[src/rtl/stream_pkg.sv]
// Shared helpers for the stream FIFO: level width and
// modulo pointer advance for non-power-of-two RAM depths.
package stream_pkg;

    function automatic int level_w(input int depth);
        return $clog2(depth) + 1;
    endfunction

    function automatic int unsigned wrap_inc(
        input int unsigned p,
        input int unsigned n
    );
        return (p + 32'd1 >= n) ? 32'd0 : p + 32'd1;
    endfunction

endpackage

[src/rtl/stream_if.sv]
// Valid/ready stream bundle with producer and consumer views.
interface stream_if #(
    parameter int DATA_WIDTH = 64
);
    logic [DATA_WIDTH-1:0] tdata;
    logic                  tvalid;
    logic                  tready;

    modport master (
        output tdata,
        output tvalid,
        input  tready
    );

    modport slave (
        input  tdata,
        input  tvalid,
        output tready
    );
endinterface

[src/rtl/stream_fifo_ram.sv]
// Simple dual-port storage: one synchronous write,
// one asynchronous read, no reset.
module stream_fifo_ram #(
    parameter int DATA_WIDTH = 64,
    parameter int WORDS      = 15,
    parameter int AW         = 4
) (
    input  logic                  clk,
    input  logic                  we,
    input  logic [AW-1:0]         waddr,
    input  logic [DATA_WIDTH-1:0] wdata,
    input  logic [AW-1:0]         raddr,
    output logic [DATA_WIDTH-1:0] rdata
);
    logic [DATA_WIDTH-1:0] mem [WORDS];

    always_ff @(posedge clk) begin
        if (we) mem[waddr] <= wdata;
    end

    assign rdata = mem[raddr];
endmodule

[src/rtl/stream_fifo.sv]
// First-word-fall-through FIFO: RAM of DEPTH-1 words plus a
// registered head word, with level and almost-full reporting.
module stream_fifo
    import stream_pkg::*;
#(
    parameter int DATA_WIDTH   = 64,
    parameter int DEPTH        = 16,
    parameter int AFULL_THRESH = DEPTH - 2
) (
    input  logic                      ACLK,
    input  logic                      ARESET,
    stream_if.slave                   s,
    stream_if.master                  m,
    output logic [level_w(DEPTH)-1:0] level,
    output logic                      almost_full
);
    localparam int unsigned RAM_D = DEPTH - 1;
    localparam int          PW    = $clog2(RAM_D);
    localparam int          LW    = level_w(DEPTH);

    typedef logic [PW-1:0]         ptr_t;
    typedef logic [LW-1:0]         lvl_t;
    typedef logic [DATA_WIDTH-1:0] data_t;

    localparam lvl_t FULL_LVL = lvl_t'(DEPTH);
    localparam lvl_t AF_LVL   = lvl_t'(AFULL_THRESH);

    ptr_t  wr_ptr, wr_ptr_n;
    ptr_t  rd_ptr, rd_ptr_n;
    lvl_t  level_n;
    data_t out_q, out_n;
    data_t ram_rdata;
    logic  vld_q, rdy_q;
    logic  push, pop, ram_empty;
    logic  bypass, ram_we, load;

    assign m.tdata  = out_q;
    assign m.tvalid = vld_q;
    assign s.tready = rdy_q;

    stream_fifo_ram #(
        .DATA_WIDTH (DATA_WIDTH),
        .WORDS      (RAM_D),
        .AW         (PW)
    ) u_ram (
        .clk   (ACLK),
        .we    (ram_we),
        .waddr (wr_ptr),
        .wdata (s.tdata),
        .raddr (rd_ptr),
        .rdata (ram_rdata)
    );

    always_comb begin
        push      = s.tvalid && rdy_q;
        pop       = vld_q && m.tready;
        // head word sits in out_q, so RAM holds level-1 words
        ram_empty = (level <= lvl_t'(1));
        bypass    = push && (!vld_q || (pop && ram_empty));
        ram_we    = push && !bypass;
        load      = pop && !ram_empty;
        wr_ptr_n  = wr_ptr;
        rd_ptr_n  = rd_ptr;
        out_n     = out_q;
        level_n   = level;
        if (ram_we)
            wr_ptr_n = ptr_t'(wrap_inc(32'(wr_ptr), RAM_D));
        if (load)
            rd_ptr_n = ptr_t'(wrap_inc(32'(rd_ptr), RAM_D));
        if (bypass)
            out_n = s.tdata;
        else if (load)
            out_n = ram_rdata;
        case ({push, pop})
            2'b10:   level_n = level + lvl_t'(1);
            2'b01:   level_n = level - lvl_t'(1);
            default: level_n = level;
        endcase
    end

    always_ff @(posedge ACLK or posedge ARESET) begin
        if (ARESET) begin
            wr_ptr      <= '0;
            rd_ptr      <= '0;
            out_q       <= '0;
            level       <= '0;
            vld_q       <= 1'b0;
            rdy_q       <= 1'b0;
            almost_full <= 1'b0;
        end else begin
            wr_ptr      <= wr_ptr_n;
            rd_ptr      <= rd_ptr_n;
            out_q       <= out_n;
            level       <= level_n;
            vld_q       <= (level_n != '0);
            rdy_q       <= (level_n < FULL_LVL);
            almost_full <= (level_n >= AF_LVL);
        end
    end
endmodule

[src/flat_wrapper.sv]
// flat-port wrapper written by rule: the top's interface ports become plain ports
module stream_fifo_flat import stream_pkg::*;
#(
    parameter int DATA_WIDTH   = 64,
    parameter int DEPTH        = 16,
    parameter int AFULL_THRESH = DEPTH - 2
)
  (ACLK, ARESET, level, almost_full, s_tdata, s_tvalid, s_tready, m_tdata, m_tvalid, m_tready);
  stream_if #(.DATA_WIDTH(DATA_WIDTH)) s_i ();
  stream_if #(.DATA_WIDTH(DATA_WIDTH)) m_i ();
  input  logic ACLK;
  input  logic ARESET;
  output logic [level_w(DEPTH)-1:0] level;
  output logic almost_full;
  input wire logic [$bits(s_i.tdata)-1:0] s_tdata;
  input wire logic [$bits(s_i.tvalid)-1:0] s_tvalid;
  output wire logic [$bits(s_i.tready)-1:0] s_tready;
  output wire logic [$bits(m_i.tdata)-1:0] m_tdata;
  output wire logic [$bits(m_i.tvalid)-1:0] m_tvalid;
  input wire logic [$bits(m_i.tready)-1:0] m_tready;
  assign s_i.tdata = s_tdata;
  assign s_i.tvalid = s_tvalid;
  assign s_tready = s_i.tready;
  assign m_tdata = m_i.tdata;
  assign m_tvalid = m_i.tvalid;
  assign m_i.tready = m_tready;
  stream_fifo #(.DATA_WIDTH(DATA_WIDTH), .DEPTH(DEPTH), .AFULL_THRESH(AFULL_THRESH)) u_core (.ACLK(ACLK), .ARESET(ARESET), .s(s_i), .m(m_i), .level(level), .almost_full(almost_full));
endmodule
[config.mk]
export PLATFORM = sky130hd
export DESIGN_NAME = stream_fifo_flat
export DESIGN_NICKNAME = d
export VERILOG_FILES = /design/src/rtl/stream_pkg.sv /design/src/rtl/stream_if.sv /design/src/rtl/stream_fifo_ram.sv /design/src/rtl/stream_fifo.sv /design/src/flat_wrapper.sv
export SDC_FILE = /design/constraint.sdc
export NUM_CORES = 1
export LEC_CHECK = 0
export CAP_MARGIN = 40
export CORE_ASPECT_RATIO = 0.7
export CORE_MARGIN = 3
export CORE_UTILIZATION = 55
export CTS_CLUSTER_SIZE = 8
export DETAILED_ROUTE_END_ITERATION = 8
export GPL_TIMING_DRIVEN = 0
export PLACE_DENSITY = 0.78
export SETUP_SLACK_MARGIN = 0.3
export SLEW_MARGIN = 20
export SYNTH_ARGS = -nofsm -noshare
export SYNTH_HDL_FRONTEND = slang
export SYNTH_SLANG_ARGS = --single-unit
[constraint.sdc]
create_clock -name ACLK -period 12.54 [get_ports ACLK]
set_clock_uncertainty 0.1 [all_clocks]
set_input_delay 2.508 -clock ACLK [delete_from_list [all_inputs] [get_ports ACLK]]
set_output_delay 2.508 -clock ACLK [all_outputs]
set_load 0.02 [all_outputs]
Word-level counts from Yosys, hierarchy flattened
Memories as Yosys holds them, arrays and structs flattened.
Cells that the tools add are included.
Widths: inputs -> output; s select.
Storage, ports and cells
  bits in writable memories: 960
  memories: 1
  bits of input ports: 68
  register bits: 80
  output and inout bits: 72
  logic and storage cells: 38
Operators by class
  reductions and logical operators: 12
  equal/unequal tests: 2
  mux-type cells: 7
  order comparisons: 5
  $add $sub $neg: 4
Memories
  u_core.u_ram.mem: words 15, width 64, rd ports 1, clocked after Yosys merged registers in 0, write ports 1, line stream_fifo_ram.sv:15  | logic [DATA_WIDTH-1:0] mem [WORDS];
Operators with widths (count)
  $mux 64: 2
  $ge 5x4->1 const B: 3
  $add 4x1->5 const B: 2
  $pmux 5 s2: 1
  $mux 4: 2
  $logic_and 1x1->1: 6
  $add 5x1->5 const B: 1
  $le 5x1->1 const B: 1
  $lt 5x5->1 const B: 1
  $reduce_bool 5->1: 1
  $sub 5x1->5 const B: 1
  $logic_not 1->1: 3
  $eq 2x1->1 const B: 1
  $eq 2x2->1 const B: 1
  $mux 1: 2
  $reduce_bool 2->1: 1
  $logic_or 1x1->1: 1

Depth between registers and ports, before layout
  depth in word-level cells: 8
  mapped depth: 10
  depth with buffers taken out: 8

Modules after synthesis
A second synthesis with hierarchy kept.
Unflattened totals
  cell total of the unflattened synthesis: 2193
  area total of the unflattened synthesis: 41318.4 sq um
By module, submodules not included
  stream_fifo_ram: cells each 1692, instances 1, seq. area each 28827.6 sq um, area an instance 36358.6 sq um
  stream_fifo: cells each 501, instances 1, seq. area each 2001.9 sq um, area an instance 4959.8 sq um

Least setup slack after synthesis
No wires, ideal clock.
  kind: input -> register
  start point: input m_tready
  end point: memory u_core.u_ram.mem[3][0], enable pin
  library setup time: 0.667 ns
  stages on the path: 4
  setup slack: 2.074 ns
  data required time: 11.773 ns
  path buffers: 1
  data arrival time: 9.699 ns
  path through: buf_2 -> a31oi_1 -> nand2_1 -> nor4b_1
Between the ends
  cells in the longest elaborated chain, start to end: 8
RTL lines
  start: declaration: line flat_wrapper.sv:20  | input wire logic [$bits(m_i.tready)-1:0] m_tready;
  $logic_and 1x1->1: line stream_fifo.sv:56  | pop = vld_q && m.tready;
  $logic_and 1x1->1: line stream_fifo.sv:59  | bypass = push && (!vld_q || (pop && ram_empty));
  $logic_or 1x1->1: line stream_fifo.sv:59
  $logic_and 1x1->1: line stream_fifo.sv:59
  $logic_not 1->1: line stream_fifo.sv:60  | ram_we = push && !bypass;
  $logic_and 1x1->1: line stream_fifo.sv:60
  $mux 1: line stream_fifo_ram.sv:18  | if (we) mem[waddr] <= wdata;
  $mux 1 (implied by the code): line stream_fifo_ram.sv:18
  end: declaration: line stream_fifo_ram.sv:15
No other way between the ends.

Worst setup path in the final report
  start point: input s_tvalid
  end point: memory u_core.u_ram.mem[9][62], enable pin
Between the ends
  cells in the longest elaborated chain, start to end: 6
RTL lines
  start: declaration: line flat_wrapper.sv:16  | input wire logic [$bits(s_i.tvalid)-1:0] s_tvalid;
  $logic_and 1x1->1 *: line stream_fifo.sv:55  | push = s.tvalid && rdy_q;
  $logic_and 1x1->1: line stream_fifo.sv:59
  $logic_not 1->1: line stream_fifo.sv:60
  $logic_and 1x1->1 *: line stream_fifo.sv:60
  $mux 1 *: line stream_fifo_ram.sv:18
  $mux 1 (implied by the code) *: line stream_fifo_ram.sv:18
Every way passes the cells marked *; elsewhere a longest branch is shown, timed or not.

==> results.cfg <==
[logic_synthesis]
synthTopCellsByArea = edfxtp_1 (70%), mux4_2 (9.8%), dfrtp_1 (4.8%)
synth_edf_count = 960
synth_flop_cell = edfxtp_1
synth_top_area_share = 0.696
ys_types = 58
synth-seq-cells = 1040
synth_area_um2 = 41400
synth_nets = 2288
avgSynthCellArea_um2 = 18.8
synthArstFlopShare = 0.0769
yosys.area.top_type = edfxtp_1
yosys_warnings = 0
seq_area_frac_synth = 0.744
synthCells = 2209

[detailed_routing]
firstDrtPassIters = 6
via_per_inst = 6.78
finalWirelength_mm = 117
detail_route.iter0.violations = 4075
drc_errors = 0
num_vias = 25200
wire_per_inst_um = 31.5
antenna_left = 0

[sta]
rsz0062_at_grt = false
hold_violations = 0
fin_crit_ns = 5.97
tightest_slew_ns = 0.935
relSlewSlack = 0.377
fin_crit_sh = 0.476
finalSetupViolCount = 0
max_freq_mhz = 168
drv_slew = 0

[layout]
final_nets = 2698
drive_gt1_frac = 0.212
area_delta_synth_final_pct = 19.7
final_util = 0.671

[floorplan]
num_rows = 83
initial_utilization = 0.560
core_area_um2 = 73900
die_x_um = 334
dieArea_um2 = 78700
num_io_pins = 140
die_height_um = 236

[pwr]
power_density_nw_per_um2 = 233
ir_drop_uv = 131
power_uw = 11600
p_leak_uw = 0.0165

[setup_path]
critPathLaunchType = input pin
worstSetupPathType = in2reg
worstPathArrival_ns = 6.28
worstSetupEndpointType = flip-flop
reg2reg_slack_ns = 8.37
r2r_cells = 11
cp_data_required_time_ns = 12.86
crit_path_max_fanout = 10

[cts]
cts_resized = 0
cts_hold_buf = 0
clkLatencyLatePin_ns = 0.73
cts_buffer_depth = 3
htreeDepth = 4
cts-buffers-inserted = 147
path_clk_slew_ns = 0.05
post_cts_buffers = 0
cts_tree = done
cts-root-buf = clkbuf_16
clkSinkCount = 1040

[grt]
gr-total-overflow = 0
grt_pass1_wl_mm = 170
grtUsageTotal = 0.298
grt_start_max_net_pins = 45
grt_pass1_vias = 25700
antenna_found_initial = 13

[placement]
port_buffers = 138
gp_congestion = 0.842
dp_hpwl_mm = 74.1

[job]
drv_cap = 0

[hold_path]
hold_path.class = reg2reg
hold_depth = 2

[outcome]
outcome = complete, no violations
## critical path: stages
cell             delay (ns)
clkdlybuf4s50_1        0.80
nand2_1                0.13
clkbuf_1               0.38
a311oi_1               0.59
clkbuf_2               0.29
nand2_1                0.17
nor3_2                 0.70
buf_6                  0.26
buf_4                  0.22
buf_4                  0.22
## final timing paths
path	to	start
worst min-delay path	u_core.m.tdata[24]$_DFFE_PP0P_	u_core.m.tdata[24]$_DFFE_PP0P_
min in group asynchronous	u_core.m.tdata[10]$_DFFE_PP0P_	ARESET
worst max-delay path	u_core.u_ram.mem[9][62]$_DFFE_PP_	s_tvalid
max in group asynchronous	u_core.m.tdata[50]$_DFFE_PP0P_	ARESET
worst min register to register	u_core.m.tdata[24]$_DFFE_PP0P_	u_core.m.tdata[24]$_DFFE_PP0P_
worst max register to register	u_core.u_ram.mem[2][0]$_DFFE_PP_	u_core.level[1]$_DFF_PP0_
## logic make-up (layout without fill, tap and decap cells)
group | after synthesis | in the layout | synth area share
DFF | 1040 | 1040 | 0.744
adders and majority gates | 11 | 11 | 0.00332
and+or+nand+nor | 267 | 267 | 0.0321
AOI/OAI and AO/OA | 410 | 410 | 0.0697
buffers and inverters | 177 | 692 | 0.0218
other | 0 | 8 | 0
muxes | 304 | 304 | 0.129
## synth_stat cells, drive strengths merged, types with 23 or more instances
| master | n |
|---|---|
| edfxtp | 960 |
| a211oi | 41 |
| a221oi | 40 |
| a2111oi | 40 |
| buf | 60 |
| nor2b | 42 |
| o21a | 41 |
| nand2 | 89 |
| and3 | 40 |
| mux4 | 180 |
| nor2 | 42 |
| inv | 23 |
| a21oi | 32 |
| o211ai | 41 |
| mux2 | 40 |
| o21ai | 101 |
| mux2i | 84 |
| clkbuf | 94 |
| nor3 | 23 |
| dfrtp | 80 |
## layout make-up
class / instances / area, um2
tap: 977 / 1220
buffer: 154 / 818
inverter: 23 / 91.3
fill: 4568 / 24300
sequential: 1040 / 30800
clock buffer: 251 / 4220
timing repair buffer: 261 / 2600
multi-input combinational: 992 / 9780
clock inverter: 3 / 33.8
antenna: 8 / 20.0
## where the power goes
group | leakage [uW] | internal [uW] | switching, uW
Combinational | 0.00484 | 1450 | 2150
Sequential | 0.00959 | 4110 | 195
Clock | 0.00203 | 2260 | 1420
## metal layers
layer | GRT usage | part of all wire
met4 | 0.130 | 0.040
met5 | 0 | 0.00038
met1 | 0.404 | 0.37
met3 | 0.104 | 0.14
met2 | 0.442 | 0.45
## metrics by stage
step	TNS, ns	hold slack [ns]	worst slack [ns]	instances	area [um2]
2_1_floorplan	0	0.439	2.07	2209	41400
3_3_place_gp	-1930.14	0.469	-7.08	3324	44000
3_5_place_dp	0	0.483	5.81	3438	45300
4_1_cts	0	0.496	6.43	3692	49500
5_1_grt	0	0.528	6.59	3706	49600
6_report	0	0.496	6.57	3709	49600
## state kept, by name (all words and copies together), names as in the netlist
signal,cells
u_core.m.tvalid,1
u_core.m.tdata,64
u_core.u_ram.mem,960
u_core.almost_full,1
u_core.rd_ptr,4
u_core.wr_ptr,4
u_core.level,5
u_core.s.tready,1
## placed cells by master, fill, tap and decap left out, drive strengths merged, types with 3 or more instances in the layout
cell,n
edfxtp,960
clkbuf,346
buf,182
mux4,180
clkdlybuf4s50,138
o21ai,101
nand2,89
mux2i,84
dfrtp,80
nor2b,42
nor2,42
o211ai,41
o21a,41
a211oi,41
and3,40
a221oi,40
mux2,40
a2111oi,40
a21oi,32
inv,25
nor3,23
o22ai,17
a22o,11
o221ai,11
ha,11
diode,8
o2bb2ai,7
a2bb2oi,7
and2,7
a31oi,6
nand3,6
nor3b,4
nor4,4
nand2b,3
or3,3
Note: power is estimated with default switching activity, not from simulation.
==> patch, RTL diff (same settings) <==
`DEPTH` is set to 16 in 2 places; all go to 8.
--- a/src/rtl/stream_fifo.sv
+++ b/src/rtl/stream_fifo.sv
@@ -6,3 +6,3 @@
     parameter int DATA_WIDTH   = 64,
-    parameter int DEPTH        = 16,
+    parameter int DEPTH        = 8,
     parameter int AFULL_THRESH = DEPTH - 2
--- a/src/flat_wrapper.sv
+++ b/src/flat_wrapper.sv
@@ -4,3 +4,3 @@
     parameter int DATA_WIDTH   = 64,
-    parameter int DEPTH        = 16,
+    parameter int DEPTH        = 8,
     parameter int AFULL_THRESH = DEPTH - 2
Interface: changed (resized level); port bits go from 140 to 139. The function was not compared with the original's and may differ.
==> patch against the original RTL <==
Worst hold slack worse by 0.021 ns; sequential cell count down 515; power down 47%; utilization up 2.6 points; design area down 49%; worst setup slack better by 1.1 ns; area after synthesis down 50%; wire length down 57%; synthesized cell count down 39%; cell count down 42%; die area down 49%; first-iteration DRC count down 64%; critical endpoint is now u_core.u_ram.mem[0][59]$_DFFE_PP_.
==> patch: results (changes against the original RTL) <==
Outcome
  – Status: completed

Power and ir drop
  – Int Pwr: 4.055 mW (-48%)
  – Clock share of power: 30.5% (-1.3 points)
  – Final total power: 6.109 mW (-47%)
  – Leak Pwr: 9.732 nW (-41%)
  – Flop pwr share: 36.9% (-0.3 points)

Drt
  – Routed vias: 12970 (-48%)
  – Drt total wl: 50.70 mm (-57%)

CTS
  – CTS Buf Count: 75 (-49%)

Final layout
  – Area grow syn2layout: 23.09%
  – # nets final: 1692 (-37%)
  – Fill cells: 2321 (-49%)
  – Seq_cells: 525 (-50%)
  – Buffer share of cell area: 9.137% (+2.2 points)
  – Multi-input logic area: 0.004888 mm² (-50%)
  – Layout cells sized above 1: 11.66% (-9.5 points)
  – Max reg flops: 448 (-53%)
  – Clock network share of area: 8.611% (+0.042 points)
  – Layout clock buffer count: 132 (-47%)
  – Multi-In Gates: 717 (-28%)
  – Bufs w/o clock: 285 (-31%)
  – Seq/total area: 60.48% (-1.7 points)

Yosys
  – Syn Area/Cell: 15.40 µm² (-18%)
  – Synth unique cells: 43 (-26%)
  – Syn Nets: 1418 (-38%)
  – List of most frequent post-synthesis cells: 448 x edfxtp_1, 194 x mux2i_1, 142 x nand2_1
  – Largest cells by area after synthesis: edfxtp_1 65%, mux2i_1 9.4%, dfrtp_1 9.3%, nand2_1 2.6%, a211oi_1 2.3%
  – Ys async rst share: 14.67% (+7.0 points)

Global routing
  – Largest net degree at the start of global routing: 57 (+27%)
  – Initial antenna violation count: 1 (-12)
  – Global-route wire length before repair: 77.16 mm (-54%)

Critical path
  – Crit path largest cell delay: 0.55 ns (-0.25 ns)
  – Arrival @ worst endpoint: 5.10 ns (-1.18 ns)
  – Worst path slowest cell: nor3_2

Timing
  – Final worst slack: 7.628 ns (+1.054 ns)

Placement
  – Placer congestion estimate: 0.7671 (-8.9%)
-- patch: cell families after synthesis --
kind of cell	synth area share [%]
DFF	74.45
and+or+nand+nor	4.525
muxes	9.509
adders and majority gates	0.5451
buffers and inverters	2.065
xor gates and xnor gates	0.08481
AOI/OAI and AO/OA	8.819
-- patch: worst min path at each step --
stage | startpoint | to | slack (ns) | depth (start not counted)
4_1_cts | u_core.m.tdata[21]$_DFFE_PP0P_ | u_core.m.tdata[21]$_DFFE_PP0P_ | 0.48 | 2
6_report | u_core.m.tdata[21]$_DFFE_PP0P_ | u_core.m.tdata[21]$_DFFE_PP0P_ | 0.47 | 2
5_1_grt | u_core.m.tdata[0]$_DFFE_PP0P_ | u_core.m.tdata[0]$_DFFE_PP0P_ | 0.51 | 2
3_5_place_dp | u_core.m.tdata[21]$_DFFE_PP0P_ | u_core.m.tdata[21]$_DFFE_PP0P_ | 0.47 | 2
2_1_floorplan | u_core.wr_ptr[0]$_DFFE_PP0P_ | u_core.wr_ptr[0]$_DFFE_PP0P_ | 0.54 | 3
3_3_place_gp | u_core.m.tdata[46]$_DFFE_PP0P_ | u_core.m.tdata[46]$_DFFE_PP0P_ | 0.47 | 2
-- patch: worst max-delay path: cells and delay by family --
family                 cells  cell delay [ns]
and+or+nand+nor            3             0.95
buffers and inverters      5             1.36
AOI/OAI and AO/OA          1             0.27
-- patch: metal layers --
metal	routed length (µm)	GRT usage, %	vias up	part of all wire, %
li1	-	-	5737	-
met1	21440	36.50	6442	42
met2	23630	40.24	681	47
met3	4376	5.191	109	8.6
met4	1239	8.272	2	2.4
met5	11	0	-	0.022
